===== config.mk =====
export PLATFORM = sky130hd
export DESIGN_NAME = bpred_table_ctrl
export DESIGN_NICKNAME = d
export VERILOG_FILES = /design/src/rtl/bpred_ctrl_pkg.sv /design/src/rtl/bpupdq.sv /design/src/rtl/bpred_table_ctrl.sv
export SDC_FILE = /design/constraint.sdc
export NUM_CORES = 1
export LEC_CHECK = 0
export BUFFER_PORTS_ARGS = -buffer_cell sky130_fd_sc_hd__buf_4
export CAP_MARGIN = 20
export CORE_UTILIZATION = 63
export CTS_BUF_LIST = sky130_fd_sc_hd__clkbuf_8
export CTS_CLUSTER_SIZE = 25
export DETAILED_ROUTE_END_ITERATION = 10
export MAX_ROUTING_LAYER = met4
export PLACE_DENSITY_LB_ADDON = 0.2
export SLEW_MARGIN = 30
export SYNTH_ARGS = -nofsm -noshare
export SYNTH_HDL_FRONTEND = slang
export SYNTH_SLANG_ARGS = --single-unit

===== constraint.sdc =====
create_clock -name clk -period 10 [get_ports clk]
set_clock_uncertainty 0.1 [all_clocks]
set_input_delay 2 -clock clk [delete_from_list [all_inputs] [get_ports clk]]
set_output_delay 2 -clock clk [all_outputs]
set_load 0.05 [all_outputs]

===== src/rtl/bpred_ctrl_pkg.sv =====
// Shared definitions for the branch-predictor table port controller.
//   bpred_state_e : controller state (sweep in progress or idle arbitration)
//   upd_entry_t   : default queued-update record {index, data}
//   DefInitValue  : default sweep fill value (weakly not taken)
package bpred_ctrl_pkg;

  typedef enum logic [0:0] {
    StSweep,
    StIdle
  } bpred_state_e;

  localparam int unsigned DefIndexBits = 10;
  localparam int unsigned DefDataBits  = 2;

  localparam logic [DefDataBits-1:0] DefInitValue = 2'b01;

  typedef struct packed {
    logic [DefIndexBits-1:0] idx;
    logic [DefDataBits-1:0]  data;
  } upd_entry_t;

endpackage


===== src/rtl/bpupdq.sv =====
// Two-entry coalescing update FIFO for the predictor table controller.
//   clk_i        : core clock
//   flush_i      : empty the queue at the next edge (wins over push)
//   push_i       : offer push_entry_i; merges into the tail if the index matches
//   push_entry_i : {idx, data} of the incoming update
//   pop_i        : drop the head (ignored when empty)
//   head_o       : oldest entry
//   full_o       : two entries held
//   empty_o      : no entries held
module bpupdq
  import bpred_ctrl_pkg::*;
#(
  parameter type entry_t = upd_entry_t
) (
  input  logic   clk_i,
  input  logic   flush_i,
  input  logic   push_i,
  input  entry_t push_entry_i,
  input  logic   pop_i,
  output entry_t head_o,
  output logic   full_o,
  output logic   empty_o
);

  entry_t     slot_q [2];
  entry_t     slot_d [2];
  logic [1:0] cnt_q, cnt_d;
  logic       tail_sel;

  always_comb begin
    slot_d   = slot_q;
    cnt_d    = cnt_q;
    tail_sel = 1'b0;
    if (pop_i && (cnt_q != 2'd0)) begin
      slot_d[0] = slot_q[1];
      cnt_d     = cnt_q - 2'd1;
    end
    // The tail is judged against the post-pop contents.
    tail_sel = cnt_d[1];
    if (push_i) begin
      if ((cnt_d != 2'd0) && (slot_d[tail_sel].idx == push_entry_i.idx)) begin
        slot_d[tail_sel].data = push_entry_i.data;
      end else if (cnt_d != 2'd2) begin
        slot_d[cnt_d[0]] = push_entry_i;
        cnt_d            = cnt_d + 2'd1;
      end
    end
    if (flush_i) begin
      cnt_d = 2'd0;
    end
  end

  always_ff @(posedge clk_i) begin
    slot_q <= slot_d;
    cnt_q  <= cnt_d;
  end

  assign head_o  = slot_q[0];
  assign full_o  = (cnt_q == 2'd2);
  assign empty_o = (cnt_q == 2'd0);

endmodule


===== src/rtl/bpred_table_ctrl.sv =====
// Port controller for a single-ported branch-predictor table.
// Shares the SRAM port among prediction reads, queued update writes and a
// full-table initialization sweep; at most one SRAM operation per cycle.
//   clk, reset               : clock, synchronous active-high reset
//   StallF, ReadIndexF       : prediction read request (needed when StallF=0)
//   SweepReq                 : restart table initialization
//   UpdateEnM/IndexM/DataM   : resolved-branch table update
//   TableEn/We/Adr/WData     : SRAM port
//   PredValidF               : SRAM read data this cycle is last cycle's read
//   Busy, SweepDone          : sweep in progress, last sweep write pulse
module bpred_table_ctrl
  import bpred_ctrl_pkg::*;
#(
  parameter int unsigned          INDEX_BITS = DefIndexBits,
  parameter int unsigned          DATA_BITS  = DefDataBits,
  parameter logic [DATA_BITS-1:0] INIT_VALUE = DATA_BITS'(DefInitValue)
) (
  input  logic                  clk,
  input  logic                  reset,
  input  logic                  StallF,
  input  logic [INDEX_BITS-1:0] ReadIndexF,
  input  logic                  SweepReq,
  input  logic                  UpdateEnM,
  input  logic [INDEX_BITS-1:0] UpdateIndexM,
  input  logic [DATA_BITS-1:0]  UpdateDataM,
  output logic                  TableEn,
  output logic                  TableWe,
  output logic [INDEX_BITS-1:0] TableAdr,
  output logic [DATA_BITS-1:0]  TableWData,
  output logic                  PredValidF,
  output logic                  Busy,
  output logic                  SweepDone
);

  typedef struct packed {
    logic [INDEX_BITS-1:0] idx;
    logic [DATA_BITS-1:0]  data;
  } entry_t;

  localparam logic [INDEX_BITS-1:0] LastIdx = '1;

  bpred_state_e          state_q, state_d;
  logic [INDEX_BITS-1:0] sweep_idx_q, sweep_idx_d;
  logic                  pred_valid_q;
  logic                  rd_issue;

  entry_t head, upd_entry;
  logic   q_full, q_empty, q_push, q_pop, q_flush;

  assign upd_entry = '{idx: UpdateIndexM, data: UpdateDataM};

  always_comb begin
    TableEn     = 1'b0;
    TableWe     = 1'b0;
    TableAdr    = ReadIndexF;
    TableWData  = head.data;
    q_pop       = 1'b0;
    rd_issue    = 1'b0;
    state_d     = state_q;
    sweep_idx_d = sweep_idx_q;
    if (!reset) begin
      case (state_q)
        StSweep: begin
          TableEn    = 1'b1;
          TableWe    = 1'b1;
          TableAdr   = sweep_idx_q;
          TableWData = INIT_VALUE;
          if (SweepReq) begin
            sweep_idx_d = '0;
          end else begin
            // Wraps to zero on the last write, leaving the index ready for the next sweep.
            sweep_idx_d = sweep_idx_q + INDEX_BITS'(1);
            if (sweep_idx_q == LastIdx) begin
              state_d = StIdle;
            end
          end
        end
        StIdle: begin
          if (q_full || (!q_empty && StallF)) begin
            TableEn    = 1'b1;
            TableWe    = 1'b1;
            TableAdr   = head.idx;
            TableWData = head.data;
            q_pop      = 1'b1;
          end else if (!StallF) begin
            TableEn  = 1'b1;
            rd_issue = 1'b1;
          end
          if (SweepReq) begin
            state_d     = StSweep;
            sweep_idx_d = '0;
          end
        end
        default: begin
          state_d     = StSweep;
          sweep_idx_d = '0;
        end
      endcase
    end
  end

  // Updates only enter the queue while idle; a sweep or reset discards them.
  assign q_push  = UpdateEnM && (state_q == StIdle) && !reset;
  assign q_flush = reset || (state_q == StSweep) || SweepReq;

  bpupdq #(
    .entry_t(entry_t)
  ) u_updq (
    .clk_i       (clk),
    .flush_i     (q_flush),
    .push_i      (q_push),
    .push_entry_i(upd_entry),
    .pop_i       (q_pop),
    .head_o      (head),
    .full_o      (q_full),
    .empty_o     (q_empty)
  );

  always_ff @(posedge clk) begin
    if (reset) begin
      state_q      <= StSweep;
      sweep_idx_q  <= '0;
      pred_valid_q <= 1'b0;
    end else begin
      state_q      <= state_d;
      sweep_idx_q  <= sweep_idx_d;
      pred_valid_q <= rd_issue;
    end
  end

  assign PredValidF = pred_valid_q;
  assign Busy       = reset || (state_q == StSweep);
  // A restart requested on the final write takes precedence over completion.
  assign SweepDone  = !reset && (state_q == StSweep) && (sweep_idx_q == LastIdx) && !SweepReq;

endmodule


==> results_dict.tcl, run 1 <==
set metrics [dict create \
    yosysWarnings 0 \
    worstSetupPathType "in2out" \
    antenna_cells 0 \
    dp_hpwl_um 4530 \
    synthCells 283 \
    path_cells "buf_4 -> nand2_1 -> o21ai_0 -> buf_4 -> nand2_1 -> o22ai_1 -> a21oi_1 -> buf_4" \
    leakage_nw 1.22 \
    viasPerCell 6.22 \
    dr.pass1.iters 5 \
    crit_start "StallF" \
    finalSetupTns_ns 0 \
    cp-endpoint "TableAdr[8]" \
    clk_pin_slew_ns 0.08 \
    rsz0062_at_grt "no" \
    synth_edf_count 12 \
    ys_ff_latch 38 \
    grt-ovfl-total 0 \
    initial_core_util 0.671 \
    h-tree-depth 2 \
    drt_wl_total_um 6370 \
    worstPathMaxFanout 12 \
    crit_cells 8 \
    power.density_nw_per_um2 123 \
    relSlewSlack 0.504 \
    sequentialPowerShare 0.435 \
    drive_above_1_share 0.245 \
    cts_made_buffers 5 \
    cts-resized-gates 0 \
    r2r_end "u_updq.head_o[0]" \
    min_path_type "reg2reg" \
    syn_nets 314 \
    fp.coreArea_um2 3740 \
    grt_pass1_wl_um 10400 \
    yosysTopAreaCellShare 0.207 \
    cp.arrival_ns 3.37 \
    p_sw_uw 88.4 \
    peakVddDrop_uv 122 \
    setup_viol 0 \
    die-area_um2 4240 \
    dr.first_iter.drc_count 253 \
    slew_viol_final 0 \
    port_buffers 43 \
    syn_area_um2 2510 \
    rows 22 \
    yosysUniqueCellTypes 53 \
    grt_max_degree 23 \
    yosys.area.top_type "dfxtp_1" \
    clock_power_share 0.441 \
    clock_path_buffers 2 \
    critPathMostFrequentCell "buf_4" \
    synth_area_leaders "dfxtp_1, edfxtp_1, nand2_1, xnor2_1, mux2i_1" \
    p_sw_frac 0.242 \
    postCtsSetupBuffers 0 \
    grt_use_total 0.337 \
    p_total_uw 365 \
    crit_buf_inv 3 \
    antenna_left 0 \
    worstMarginPinSlew_ns 0.743 \
    vias 2307 \
    gp_congestion 0.866 \
    stdcell_area_um2 2970 \
    synth_ff_type "dfxtp_1" \
    internal_power_uw 276 \
    pwr-share-comb 0.124 \
    cts-root-buf "clkbuf_8" \
    synth_area_per_cell_um2 8.88 \
    yosysMostFrequentCell "nand2_1" \
    crit_family "buffers and inverters" \
    critPathLaunchType "input pin" \
    syn_to_final_growth_pct 18.3 \
    hold_violations 0 \
    fmax_mhz 183 \
    clkSinkCount 38 \
    insertion_delay_ns 0.31 \
    io_pins 44 \
    synth_common_cells "nand2_1, nor2_1, dfxtp_1, o22ai_1, xnor2_1" \
    nets 353 \
    die_w_um 65.2 \
    status "complete, no violations" \
    grt_pass1_vias 2139 \
    wl_per_cell_um 17.2 \
    end_kind "output port" \
    cts_tree "built" \
    rrSetupSlack_ns 6.00 \
    period_minus_slack_ns 5.47 \
    slowest_stage "nand2_1" \
    cp.required_ns 7.90 \
    rr_worst_depth 9 \
    rr_startpoint "u_updq.cnt_q[0]" \
    dpl_cell_area_um2 2820 \
    finalCritPeriodShare 0.547 \
    max_cap_violations 0 \
    synthArstFlopShare 0 \
    drc 0 \
    antenna_found_initial 0 \
    yosysSeqAreaShare 0.351 \
    cts_hold_buf 0 \
    fp.dieH_um 65.2 \
    max_stage_delay_ns 0.28 \
]
worst min-delay path: stages, from the launching register on:
cell and delay [ns]:
dfxtp_1 0.34, mux2i_1 0.13, nor2_1 0.05
cells by family after synthesis:
family,after synthesis,share of synthesized area
AOI/OAI and AO/OA,58,0.157
xor gates and xnor gates,24,0.0837
adders and majority gates,4,0.0199
buffers and inverters,20,0.0448
DFF,38,0.351
muxes,27,0.114
and+or+nand+nor,112,0.230
placed cells by master, fill, tap and decap left out, types with 10 or more instances in the layout:
cell type,count
mux2_2,10
mux2i_1,14
a21oi_1,14
buf_4,45
xnor2_1,17
nand2_1,41
dfxtp_1,26
nor2_1,26
o22ai_1,21
edfxtp_1,12
cell type report:
| class | count | area (um2) |
|---|---|---|
| clock buffers | 5 | 68.8 |
| clock inverters | 3 | 68.8 |
| fillers | 276 | 772 |
| inverters | 7 | 26.3 |
| multi-input cells | 225 | 1530 |
| flip-flops and latches | 38 | 881 |
| well taps | 48 | 60.1 |
| repair buffers | 45 | 338 |
through the flow:
| step | instances | hold slack [ns] | setup slack, ns | utilization |
|---|---|---|---|---|
| finish | 371 | 0.460 | 4.53 | 0.794 |
| global route | 371 | 0.488 | 4.40 | 0.794 |
| CTS | 371 | 0.460 | 4.57 | 0.791 |
| detailed placement | 363 | 0.446 | 4.37 | 0.754 |
| global placement | 363 | 0.433 | 4.52 | 0.754 |
| floorplan | 283 | 0.414 | 4.36 | - |
layer usage:
metal | GRT usage | vias to the layer above | share of wire
met3 | 0.0781 | 15 | 0.074
met2 | 0.542 | 113 | 0.49
met5 | - | - | 0
li1 | - | 1087 | -
met1 | 0.418 | 1092 | 0.42
met4 | 0.114 | 0 | 0.019
power by group through the flow:
stage | Combinational (mW) | Sequential, mW | Clock (mW)
floorplan | 0.0260 | 0.162 | 0
global placement | 0.0439 | 0.162 | 0
detailed placement | 0.0446 | 0.162 | 0
CTS | 0.0449 | 0.159 | 0.162
global route | 0.0478 | 0.159 | 0.167
finish | 0.0453 | 0.159 | 0.161
worst min path at each step:
stage                      from               end  slack [ns]  depth (start not counted)
3_5_place_dp   u_updq.head_o[0]  u_updq.head_o[0]        0.45                          3
6_report         sweep_idx_q[1]    sweep_idx_q[1]        0.46                          2
4_1_cts          sweep_idx_q[1]    sweep_idx_q[1]        0.46                          2
2_1_floorplan  u_updq.head_o[0]  u_updq.head_o[0]        0.41                          3
5_1_grt          sweep_idx_q[1]    sweep_idx_q[1]        0.49                          2
3_3_place_gp   u_updq.head_o[0]  u_updq.head_o[0]        0.43                          3
(Power assumes the default switching activity.)
==> run 2: changes to the inputs <==
Settings changed: ABC_AREA set to 1, CORE_UTILIZATION 63 to 59.
Clock period 10 ns to 5.4 ns, I/O delays scaled along.
==> results_dict.tcl, run 2 <==
set metrics [dict create \
    max_cap_violations 0 \
    fp.coreArea_um2 4470 \
    rr_startpoint "u_updq.cnt_q[1]" \
    yosysMostFrequentCell "nand2_1" \
    p_total_uw 568 \
    cts_hold_buf 0 \
    cp.arrival_ns 4.21 \
    yosysUniqueCellTypes 32 \
    syn_to_final_growth_pct 13.7 \
    fp.dieH_um 71.0 \
    postLayoutCoreUtil 0.714 \
    synth_ff_type "dfxtp_1" \
    end_kind "flop" \
    clock_path_buffers 2 \
    worstPathMaxFanout 23 \
    synth_area_leaders "nand2_1, dfxtp_1, edfxtp_1, nand3_1, inv_1" \
    slowest_stage "nor2_1" \
    postCtsSetupBuffers 0 \
    grt_use_total 0.342 \
    r2r_end "u_updq.head_o[6]" \
    synthMuxAreaShare 0 \
    yosys.area.top_type "nand2_1" \
    syn_nets 468 \
    worstSetupPathType "in2reg" \
    leakage_nw 1.55 \
    min_path_type "reg2reg" \
    critPathMostFrequentCell "nand2_1" \
    final_common_cell "nand2_1" \
    yosysSeqAreaShare 0.313 \
    port_buffers 43 \
    grt_pass1_wl_um 12900 \
    cts_tree "built" \
    yosys.area_share.simple 0.456 \
    die_w_um 71.0 \
    yosysWarnings 0 \
    critPathLaunchType "input pin" \
    setup_viol 0 \
    antenna_cells 0 \
    cts_made_buffers 5 \
    synth_compound_gate_area_share 0.114 \
    hold_depth 1 \
    gp_congestion 0.901 \
    peakVddDrop_uv 160 \
    period_minus_slack_ns 4.13 \
    drt_wl_total_um 7970 \
    clk_pin_slew_ns 0.07 \
    rr_worst_depth 11 \
    cts-resized-gates 0 \
    syn_area_um2 2810 \
    initial_core_util 0.628 \
    viasPerCell 5.86 \
    synthAdderAreaFrac 0.0178 \
    synth_top_family_by_area "simple AND/OR/NAND/NOR gates" \
    max_stage_delay_ns 0.71 \
    hold_violations 0 \
    status "finished, violations left" \
    antenna_left 0 \
    vias 3076 \
    antenna_found_initial 0 \
    dp_hpwl_um 6100 \
    layout_common_cells "nand2_1, nand3_1, inv_1" \
    die-area_um2 5050 \
    rrSetupSlack_ns 1.70 \
    hold_start "sweep_idx_q[5]" \
    rsz0062_at_grt "no" \
    worstMarginPinSlew_ns 0.897 \
    grt_max_degree 25 \
    drive_above_1_share 0.150 \
    synth_area_per_cell_um2 6.43 \
    clkSinkCount 38 \
    ys_ff_latch 38 \
    insertion_delay_ns 0.29 \
    synth_common_cells "nand2_1, nand3_1, inv_1, o21ai_0, dfxtp_1" \
    path_cells "buf_4 -> inv_1 -> nand2_2 -> nor2_8 -> nand2_2 -> nand2_1 -> nand2_1 -> ha_1 -> nor2_1 -> nand3_2 -> nand2_1 -> nand2_1" \
    cp.required_ns 5.48 \
    yosysTopAreaCellShare 0.199 \
    drc 2 \
    io_pins 44 \
    h-tree-depth 2 \
    relSlewSlack 0.400 \
    synth_edf_count 12 \
    synthArstFlopShare 0 \
    violations "design-rule violations" \
    cts-root-buf "clkbuf_8" \
    crit_start "reset" \
    grt_pass1_vias 2709 \
    slew_viol_final 0 \
    grt-ovfl-total 0 \
    synthCells 437 \
    dr.pass1.iters 8 \
    finalCritPeriodShare 0.764 \
    synthXorXnorAreaFrac 0 \
    fmax_mhz 242 \
    nets 503 \
    finalSetupTns_ns 0 \
    wl_per_cell_um 15.2 \
    hold_end "sweep_idx_q[5]" \
    power.density_nw_per_um2 178 \
    dr.first_iter.drc_count 304 \
    rows 24 \
]
run 2: power breakdown:
part	leakage [nW]	internal (mW)	switching [mW]	total (mW)
combinational	1.18	0.0308	0.0514	0.0821
clock	0.0467	0.0877	0.103	0.191
sequential	0.318	0.294	0.000936	0.295
run 2: per-stage QoR:
step | hold slack (ns) | area (um2) | instances | worst slack [ns]
2_1_floorplan | 0.344 | 2810 | 437 | 1.57
3_3_place_gp | 0.361 | 3110 | 517 | 1.18
3_5_place_dp | 0.365 | 3110 | 517 | 1.03
4_1_cts | 0.377 | 3200 | 525 | 1.33
5_1_grt | 0.416 | 3200 | 525 | 0.953
6_report | 0.377 | 3200 | 525 | 1.27
run 2: kinds of logic after synthesis:
group           Yosys count
flops                    38
compound gates           57
buf+inv                  64
fa+ha+maj                 4
simple gates            274
run 2: routing by layer:
metal  global-route usage  wire [um]  vias up
li1                     -          -     1525
met1                0.459       3560     1403
met2                0.527       3610      128
met3               0.0484        609       20
met4                0.129        195        0
met5                    -          0        -
run 2: cell type report:
type,instances,area [um2]
Clock buffer,5,68.8
Multi-Input combinational cell,335,1650
Sequential cell,38,881
Inverter,47,176
Clock inverter,3,15.0
Timing Repair Buffer,45,338
Fill cell,411,1280
Tap cell,52,65.1
run 2: critical path: cells and delay by family:
family                   cells  cell delay, ns
adder cells (fa/ha/maj)      1            0.45
buffers and inverters        2            0.22
AND/OR/NAND/NOR              9            2.44
run 2: worst max-delay path by stage:
stage / end / cells after the start / slack (ns)
4_1_cts: u_updq.head_o[9] / 12 / 1.33
2_1_floorplan: TableEn / 6 / 1.57
6_report: u_updq.head_o[6] / 12 / 1.27
3_3_place_gp: u_updq.head_o[3] / 12 / 1.18
5_1_grt: u_updq.head_o[9] / 12 / 0.95
3_5_place_dp: u_updq.head_o[9] / 12 / 1.03
==> run 3: changes to the inputs <==
Clock period 5.4 ns to 4.07 ns, I/O delays scaled along.
==> results_dict.tcl, run 3 (same netlist as run 2, synthesis figures left out) <==
set metrics [dict create \
    clock_path_buffers 2 \
    period_minus_slack_ns 3.37 \
    drt_wl_total_um 7840 \
    end_kind "flop" \
    setup_viol 0 \
    power.density_nw_per_um2 250 \
    h-tree-depth 2 \
    initial_core_util 0.628 \
    cts_tree "built" \
    antenna_left 0 \
    stdcell_area_um2 3270 \
    grt_pass1_wl_um 13300 \
    dr.pass1.iters 7 \
    nets 509 \
    insertion_delay_ns 0.30 \
    fp.dieH_um 71.0 \
    grt_max_degree 25 \
    port_buffers 43 \
    wl_per_cell_um 14.8 \
    slew_viol_final 0 \
    hold_violations 0 \
    cts-resized-gates 0 \
    grt-ovfl-total 0 \
    clkSinkCount 38 \
    grt_use_total 0.344 \
    rr_worst_depth 14 \
    peakVddDrop_uv 162 \
    max_cap_violations 0 \
    fmax_mhz 297 \
    layout_common_cells "nand2_1, nand3_1, buf_4" \
    io_pins 44 \
    grt_pass1_vias 2873 \
    antenna_found_initial 0 \
    viasPerCell 5.82 \
    drc 0 \
    finalSetupTns_ns 0 \
    postCtsSetupBuffers 0 \
    worstSetupPathType "in2reg" \
    die_w_um 71.0 \
    die-area_um2 5050 \
    rows 24 \
    antenna_cells 0 \
    dp_hpwl_um 5780 \
    dpl_cell_area_um2 3160 \
    status "complete, no violations" \
    drive_above_1_share 0.165 \
    rsz0062_at_grt "no" \
    vias 3091 \
    worstPathMaxFanout 24 \
    syn_to_final_growth_pct 16.2 \
    cp.required_ns 3.89 \
    min_path_type "reg2reg" \
    gp_congestion 0.955 \
    worstMarginPinSlew_ns 0.922 \
    fp.coreArea_um2 4470 \
    dr.first_iter.drc_count 281 \
    hold_depth 1 \
    clk_pin_slew_ns 0.08 \
    cts_made_buffers 5 \
    final_common_cell "nand2_1" \
    finalCritPeriodShare 0.827 \
    cts-root-buf "clkbuf_8" \
    relSlewSlack 0.383 \
    leakage_nw 1.58 \
    cts_hold_buf 0 \
    cp.arrival_ns 3.19 \
    critPathLaunchType "input pin" \
]
## run 3: cell types whose count changed in the layout (fill, tap and decap cells not counted)
cell,before,now
buf_4,45,51
bufinv_16,0,1
clkinv_2,0,2
clkinvlp_4,1,0
inv_1,46,44
## run 3: through the flow
step | setup WS, ns | cells | power (mW) | util | hold slack, ns
2_1_floorplan | 0.655 | 437 | 0.459 | - | 0.344
3_3_place_gp | 0.476 | 523 | 0.505 | 0.706 | 0.355
3_5_place_dp | 0.426 | 523 | 0.506 | 0.706 | 0.375
4_1_cts | 0.732 | 531 | 0.817 | 0.730 | 0.383
5_1_grt | 0.494 | 531 | 0.844 | 0.730 | 0.403
6_report | 0.702 | 531 | 0.818 | 0.730 | 0.388
## run 3: final timing paths
path	startpoint	to	slack, ns
worst max-delay path	reset	flop	0.70
worst min-delay path	sweep_idx_q[5]	sweep_idx_q[5]	0.39
worst max register to register	state_q	flop	0.84
worst min register to register	sweep_idx_q[5]	sweep_idx_q[5]	0.39
## run 3: cell type report
class / count / area, um2
Clock inverter: 3 / 40.0
Inverter: 47 / 176
Multi-Input combinational cell: 335 / 1650
Fill cell: 368 / 1210
Timing Repair Buffer: 51 / 383
Sequential cell: 38 / 881
Clock buffer: 5 / 68.8
Tap cell: 52 / 65.1
## run 3: critical path: stages
cell and delay (ns):
buf_4 0.14, inv_1 0.08, nand2_2 0.11, nor2_8 0.28, nand3_4 0.12, nand2_4 0.27
inv_2 0.14, nand2_1 0.10, nand3b_1 0.12, nand2_1 0.12, nor2_2 0.05, nand4_4 0.08
nand2_1 0.05, nor2_1 0.70
## run 3: report_power, final
part	switching, mW	internal [mW]
combinational	0.0667	0.0413
clock	0.138	0.180
sequential	0.00118	0.390
total	0.206	0.612
## run 3: metal layers
layer,vias up,track usage,share of wire
met2,124,0.535,0.46
met3,21,0.0513,0.068
met1,1405,0.448,0.44
met5,-,-,0
li1,1541,-,-
met4,0,0.142,0.027
